## src/rtl/uart_tx_sched.sv

```systemverilog
// rtl/uart_tx_sched.sv - two-requester round-robin UART TX scheduler with baud clock enable; optional inter-frame gap via UART_TX_SCHED_GAP_EN
module uart_tx_sched #(
  parameter int DIV_W = 16
) (
  input  logic             clk_i,
  input  logic             rst_ni,
  input  logic             en_i,
  input  logic [DIV_W-1:0] baud_div_i,
  input  logic             req0_valid_i,
  input  logic [8:0]       req0_data_i,
  output logic             req0_ready_o,
  input  logic             req1_valid_i,
  input  logic [8:0]       req1_data_i,
  output logic             req1_ready_o,
  input  logic             tx_rdy_i,
  output logic             tx_start_o,
  output logic [8:0]       tx_data_o,
  output logic             clk_en_o,
  output logic             grant_o,
  output logic             busy_o
`ifdef UART_TX_SCHED_GAP_EN
  ,
  input  logic [7:0]       gap_i
`endif
);

`ifdef UART_TX_SCHED_GAP_EN
  typedef enum logic [1:0] {S_IDLE, S_START, S_WAIT, S_GAP} state_t;
`else
  typedef enum logic [1:0] {S_IDLE, S_START, S_WAIT} state_t;
`endif

  state_t           state_q, state_d;
  logic [DIV_W-1:0] cnt_q, cnt_d;
  logic [8:0]       data_q, data_d;
  logic             grant_q, grant_d;
  logic             baud_zero;
  logic             any_valid;
  logic             win;
`ifdef UART_TX_SCHED_GAP_EN
  logic [7:0]       gap_q, gap_d;
`endif

  // Baud divider: a zero count is the enable cycle and the only point where a new divisor is taken.
  always_comb begin
    baud_zero = (cnt_q == '0);
    cnt_d     = baud_zero ? baud_div_i : cnt_q - DIV_W'(1);
  end

  // Enable is masked by reset so the zeroed counter cannot leak a pulse while held in reset.
  assign clk_en_o = baud_zero & rst_ni;

  // Scheduler: round-robin pick in IDLE, then follow the transmitter's idle flag through the frame.
  always_comb begin
    state_d      = state_q;
    data_d       = data_q;
    grant_d      = grant_q;
    req0_ready_o = 1'b0;
    req1_ready_o = 1'b0;
`ifdef UART_TX_SCHED_GAP_EN
    gap_d        = gap_q;
`endif
    any_valid    = req0_valid_i | req1_valid_i;
    // On a tie the requester that did not own the last frame wins.
    win          = (req0_valid_i & req1_valid_i) ? ~grant_q : req1_valid_i;
    case (state_q)
      S_IDLE: begin
        if (en_i && tx_rdy_i && any_valid) begin
          data_d       = win ? req1_data_i : req0_data_i;
          grant_d      = win;
          req0_ready_o = ~win;
          req1_ready_o = win;
          state_d      = S_START;
        end
      end
      S_START: begin
        if (!tx_rdy_i) state_d = S_WAIT;
      end
      S_WAIT: begin
        if (tx_rdy_i) begin
`ifdef UART_TX_SCHED_GAP_EN
          state_d = S_GAP;
          gap_d   = gap_i;
`else
          state_d = S_IDLE;
`endif
        end
      end
`ifdef UART_TX_SCHED_GAP_EN
      S_GAP: begin
        if (gap_q == 8'd0) state_d = S_IDLE;
        else if (baud_zero) gap_d = gap_q - 8'd1;
      end
`endif
      default: state_d = S_IDLE;
    endcase
  end

  // State registers; grant resets to 1 so req0 takes the first tie.
  always_ff @(posedge clk_i or negedge rst_ni) begin
    if (!rst_ni) begin
      state_q <= S_IDLE;
      cnt_q   <= '0;
      data_q  <= 9'd0;
      grant_q <= 1'b1;
`ifdef UART_TX_SCHED_GAP_EN
      gap_q   <= 8'd0;
`endif
    end else begin
      state_q <= state_d;
      cnt_q   <= cnt_d;
      data_q  <= data_d;
      grant_q <= grant_d;
`ifdef UART_TX_SCHED_GAP_EN
      gap_q   <= gap_d;
`endif
    end
  end

  assign tx_start_o = (state_q == S_START);
  assign tx_data_o  = data_q;
  assign grant_o    = grant_q;
  assign busy_o     = (state_q != S_IDLE);

endmodule

```

## config.mk

```make
export PLATFORM = sky130hd
export DESIGN_NAME = uart_tx_sched
export DESIGN_NICKNAME = d
export VERILOG_FILES = /design/src/rtl/uart_tx_sched.sv
export SDC_FILE = /design/constraint.sdc
export NUM_CORES = 1
export LEC_CHECK = 0
export CAP_MARGIN = 20
export CORE_MARGIN = 1
export CORE_UTILIZATION = 44
export CTS_CLUSTER_DIAMETER = 100
export DETAILED_ROUTE_END_ITERATION = 8
export GPL_TIMING_DRIVEN = 0
export PLACE_DENSITY = 0.79
export REMOVE_ABC_BUFFERS = 1
export SYNTH_ARGS = -nofsm -noshare
export SYNTH_HDL_FRONTEND = slang
export SYNTH_SLANG_ARGS = --single-unit
```

## constraint.sdc

```tcl
create_clock -name clk_i -period 2.46 [get_ports clk_i]
set_input_delay 0.492 -clock clk_i [delete_from_list [all_inputs] [get_ports clk_i]]
set_output_delay 0.492 -clock clk_i [all_outputs]
set_load 0.02 [all_outputs]
```

---- After elaboration in Yosys (flattened, before gate mapping) ----
Index checks and enable logic that the tools add are counted.
word-level totals
  register bits after elaboration ......... 28
  latch bits .............................. 0
  memory bits (writable) .................. 0
  bits in read-only memories .............. 0
  output and inout bits ................... 15
  memories kept ........................... 0
operators by class
  add/subtract/negate cells ............... 1
  multipliers ............................. 0
  divide/modulo/power cells ............... 0
  order comparisons ....................... 0
  eq/ne operators ......................... 5
  shifts and indexed selects .............. 0
  mux-type cells .......................... 11
  bitwise logic cells ..................... 5
  reductions and logical operators ........ 7
operators by type and width
  kind                                                                   count
  16-bit logical NOT                                                     1
  16-bit 2-to-1 mux                                                      1
  16-bit by 1-bit subtractor with 16-bit output (second input constant)  1
  9-bit 2-to-1 mux                                                       1
  2-bit 2-to-1 mux                                                       3
  2-bit != test (second input constant)                                  3
  2-bit one-hot mux with 3 select lines                                  1
  1-bit 2-to-1 mux                                                       5
  3-bit AND reduction                                                    1
  1-bit bitwise AND                                                      2
  2-bit by 1-bit == test with 1-bit output (second input constant)       1
  2-bit == test (second input constant)                                  1
  1-bit logical AND                                                      2
  2-bit logical NOT                                                      1
  1-bit inverter                                                         2
  2-bit AND reduction                                                    1
  2-bit nonzero test                                                     1
  1-bit bitwise OR                                                       1

---- Longest topological paths before layout ----
  depth in word-level cells ............... 5
  mapped depth ............................ 6

---- Worst setup path after synthesis ----
Ideal clock, no wire load.
  kind .................................... flip-flop to output port
  from .................................... register cnt_q[6]
  to ...................................... output clk_en_o
  arrival ................................. 1.421 ns
  required time ........................... 1.968 ns
  setup slack ............................. 0.547 ns
  stages on the path, launching flop included .. 4
  path buffers ............................ 0
  path through ............................ dfrtp_1 nor4_4 and4_4 and4_2
between the ends
  longest elaborated chain between the ends .. 2
RTL lines
  item                    line  text
  from (decl)             34    logic [DIV_W-1:0] cnt_q, cnt_d;
  from (signal assigned)  111   cnt_q <= cnt_d;
  16-bit logical NOT      46    baud_zero = (cnt_q == '0);
  1-bit bitwise AND       51    assign clk_en_o = baud_zero & rst_ni;
  to (decl)               18    output logic clk_en_o,
Every way passes these cells.

---- Worst setup path after layout ----
  from .................................... input req1_valid_i
  to ...................................... output req1_ready_o
between the ends
  longest elaborated chain between the ends .. 4
RTL lines
  item                                                   line    text
  from (decl)                                            12      input logic req1_valid_i,
  1-bit bitwise AND or 1-bit bitwise OR (tied branches)  65, 63
  1-bit 2-to-1 mux or 1-bit logical AND (tied branches)  65, 68
  1-bit 2-to-1 mux (*)                                   68      if (en_i && tx_rdy_i && any_valid) begin
  1-bit 2-to-1 mux (*)                                   66      case (state_q)
  to (decl)                                              14      output logic req1_ready_o,
Mark *: on every way between the ends. The rest lies on a longest branch, timed or not.

==> results by group <==
Logic synthesis
  • Post-synthesis cell type count: 33
  • Average size of a mapped cell: around 11 um^2
  • Sequential fraction of the synthesis area: 46.2%
  • Mapped cell area: ~0.0015 mm^2
  • Top-area cell type share of the netlist area: between 40% and 50%
  • Synthesized flop and latch total: 28
  • Cells after synthesis: about 130
  • Largest area contributor in the netlist: dfrtp_1
  • Post-synth ARST share: between 90% and 100%
  • Largest cells by area after synthesis: dfrtp_1 (44%), mux2_4 (8.9%), mux2i_1 (6.6%)
  • Ys flop type: dfrtp_1
  • Yosys warns: 0
  • Post-synth EDFFs: 0

Worst setup path
  • Worst Setup End Kind: output port
  • Startpoint types: primary input
  • CP arrival: 1.91 ns
  • Crit path max fanout: 10
  • Worst EP required: 1.97 ns
  • Crit path kind: in2out

Floorplan
  • Row count: 20
  • DIE WIDTH: slightly above 60 um
  • Core ar.: about 0.0032 mm^2
  • Die Ht: about 60 um
  • I/O pin cnt: between 50 and 60
  • Die footprint: roughly 0.0037 mm^2
  • Starting Density: 48.2%

Pwr
  • Switching share of total power: 36.2%
  • Cell leakage power: approximately 0.95 nW
  • P per Cell Area: 816 mW/mm^2
  • Comb pwr share: 44.3%
  • Maximum vdd ir drop: 449 uV
  • Total power: 1.80 mW
  • Switching Power: approximately 0.65 mW
  • Part of the power in the clock network: 10.3%
  • Sequential power share: between 40% and 50%
  • Power Internal: between 1 and 1.5 mW

Timing
  • Fin Hold WS: between 0.2 and 0.3 ns
  • Final setup vio count: 0
  • Final Hold Fails: 0
  • Final period util: a little over nine tenths
  • Max Freq: between 0.4 and 0.5 GHz
  • RSZ-0062 raised after global routing: false
  • Slew Viols, Final: 0
  • Least-Margin Pin Slew: 0.828 ns
  • Period minus WS final: ~2.4 ns
  • Final Skew: between 0.002 and 0.003 ns
  • Slew margin rel.: 44.7%

Global routing
  • Vias in the first global route: between 1,000 and 1,500
  • Initial antenna violation count: 0
  • GRT Residual Overflow: 0
  • First-pass GRT wire length: between 5000 and 6000 um
  • Global-route layer with the greatest usage: met2
  • GR Util met2: 35.0%
  • Largest net degree at the start of global routing: 20
  • Overall Global Routing Usage: roughly a fifth
  • Met3 usage: under 10%
  • Met1 Resource Use GR: approximately 22%

Place
  • RePlAce Congestion: 0.753
  • Placed cells: 229
  • IO Port Bufs: between 50 and 60
  • DP Wirelength: 2400 um

Finish
  • Post-layout util: between 60% and 70%
  • Share of post-route cells with drive strength above 1: between 15 and 20%
  • Commonest non-fill, non-tap cell in the layout: clkdlybuf4s50_1
  • Final net count: roughly 240
  • Most frequent cells in the layout: clkdlybuf4s50_1 (50), dfrtp_1 (25), nor2_1 (17)
  • Final std cells w/o fill: between 200 and 250
  • # diodes: 0
  • Area growth from synthesis to layout: 44.8%

Clock tree
  • H-Tree Depth: 1
  • Num CTS Buffers: 3
  • Hold buffers post-CTS: 0
  • Root buf cell: clkbuf_4
  • Clk_lat worst skew: slightly above 0.3 ns
  • TritonCTS clock tree: yes
  • Clock sinks: 28
  • Clk buf depth: 2
  • CTS clk-pin slew, worst paths: between 0.1 and 0.15 ns

Drt
  • Drc violations: 0
  • Vias: ~1,200
  • Post-route ant nets: 0
  • Routed WL: ~3400 um
  • Pre-antenna DRT Iters: 4
  • Wirelength per Cell: around 14 um
  • Vias per cell: between 5 and 6
  • DRT iter0 DRCs: between 40 and 50

Flow run
  • Max cap viols: 0

Run status
  • Outcome: finished clean

Hold path
  • Worst Hold Class: in2async
synthesized netlist by cell type (3+ instances only):
master	n
mux2_4	9
nor2_1	17
xor2_1	4
xnor2_1	9
nor4_1	3
inv_1	4
a21oi_1	9
nand2_1	5
mux2i_1	10
dfrtp_1	27
nand3_1	3
mux2_2	6
sequential cells by signal, indices dropped and copies added (netlist names):
signal / count
state_q: 2
cnt_q: 16
grant_o: 1
tx_data_o: 9
cell type report:
cell class | count | area [um^2]
clock buffers | 4 | 26.3
flip-flops and latches | 28 | 704
fillers | 245 | 953
repair buffers | 59 | 599
multi-input cells | 98 | 800
well taps | 44 | 55.1
inverters | 4 | 15.0
worst paths after layout:
path,depth (start not counted),slack [ns],end,start
setup / recovery,5,0.06,req1_ready_o,req1_valid_i
min in group clk_i,1,0.55,cnt_q[15],cnt_q[15]
hold / removal,1,0.27,tx_data_o[2],rst_ni
max in group asynchronous,2,1.61,grant_o,rst_ni
setup reg to reg,6,0.28,cnt_q[14],cnt_q[0]
hold reg to reg,1,0.55,cnt_q[15],cnt_q[15]
what timing repair did:
action                                  4_1_cts  5_1_grt
cloned                                        1        0
endpoints found under the setup margin        3        1
pin swaps                                     2        2
gates resized for setup                       9        3
setup buffers                                 2        1
cells by family after synthesis:
logic type / share of synthesized area, %
compound gates: 6.34
xor+xnor: 7.50
fa+ha+maj: 1.65
buf+inv: 2.55
flops: 46.2
mux: 19.9
simple gates: 15.8
critical path: stages:
cell and delay, ns:
clkdlybuf4s50_1 0.52, a21boi_2 0.26, buf_6 0.19, and2_1 0.12, dlygate4sd2_1 0.32
power by group through the flow:
stage               registers, mW  logic, mW  clock network, mW
floorplan                   0.857      0.403                  0
detailed placement          0.804      0.774                  0
CTS                         0.799      0.793              0.195
global route                0.833      0.863              0.210
finish                      0.814      0.796              0.186
global placement            0.794      0.741                  0
per-stage QoR:
| stage | area (um^2) | TNS, ns | worst slack [ns] |
|---|---|---|---|
| 6_report | 2200 | 0 | 0.0577 |
| 5_1_grt | 2200 | 0 | 0.00588 |
| 2_1_floorplan | 1500 | -0.0282 | -0.0282 |
| 3_5_place_dp | 2130 | -1.47 | -0.503 |
| 4_1_cts | 2180 | 0 | 0.0391 |
| 3_3_place_gp | 2090 | -7.21 | -1.22 |
routing by layer:
| metal | share of wire (%) | vias to the layer above |
|---|---|---|
| li1 | - | 590 |
| met2 | 50 | 65 |
| met5 | 0 | - |
| met3 | 8.3 | 4 |
| met4 | 0.50 | 0 |
| met1 | 41 | 583 |
Note: power is estimated with default switching activity, not from simulation.
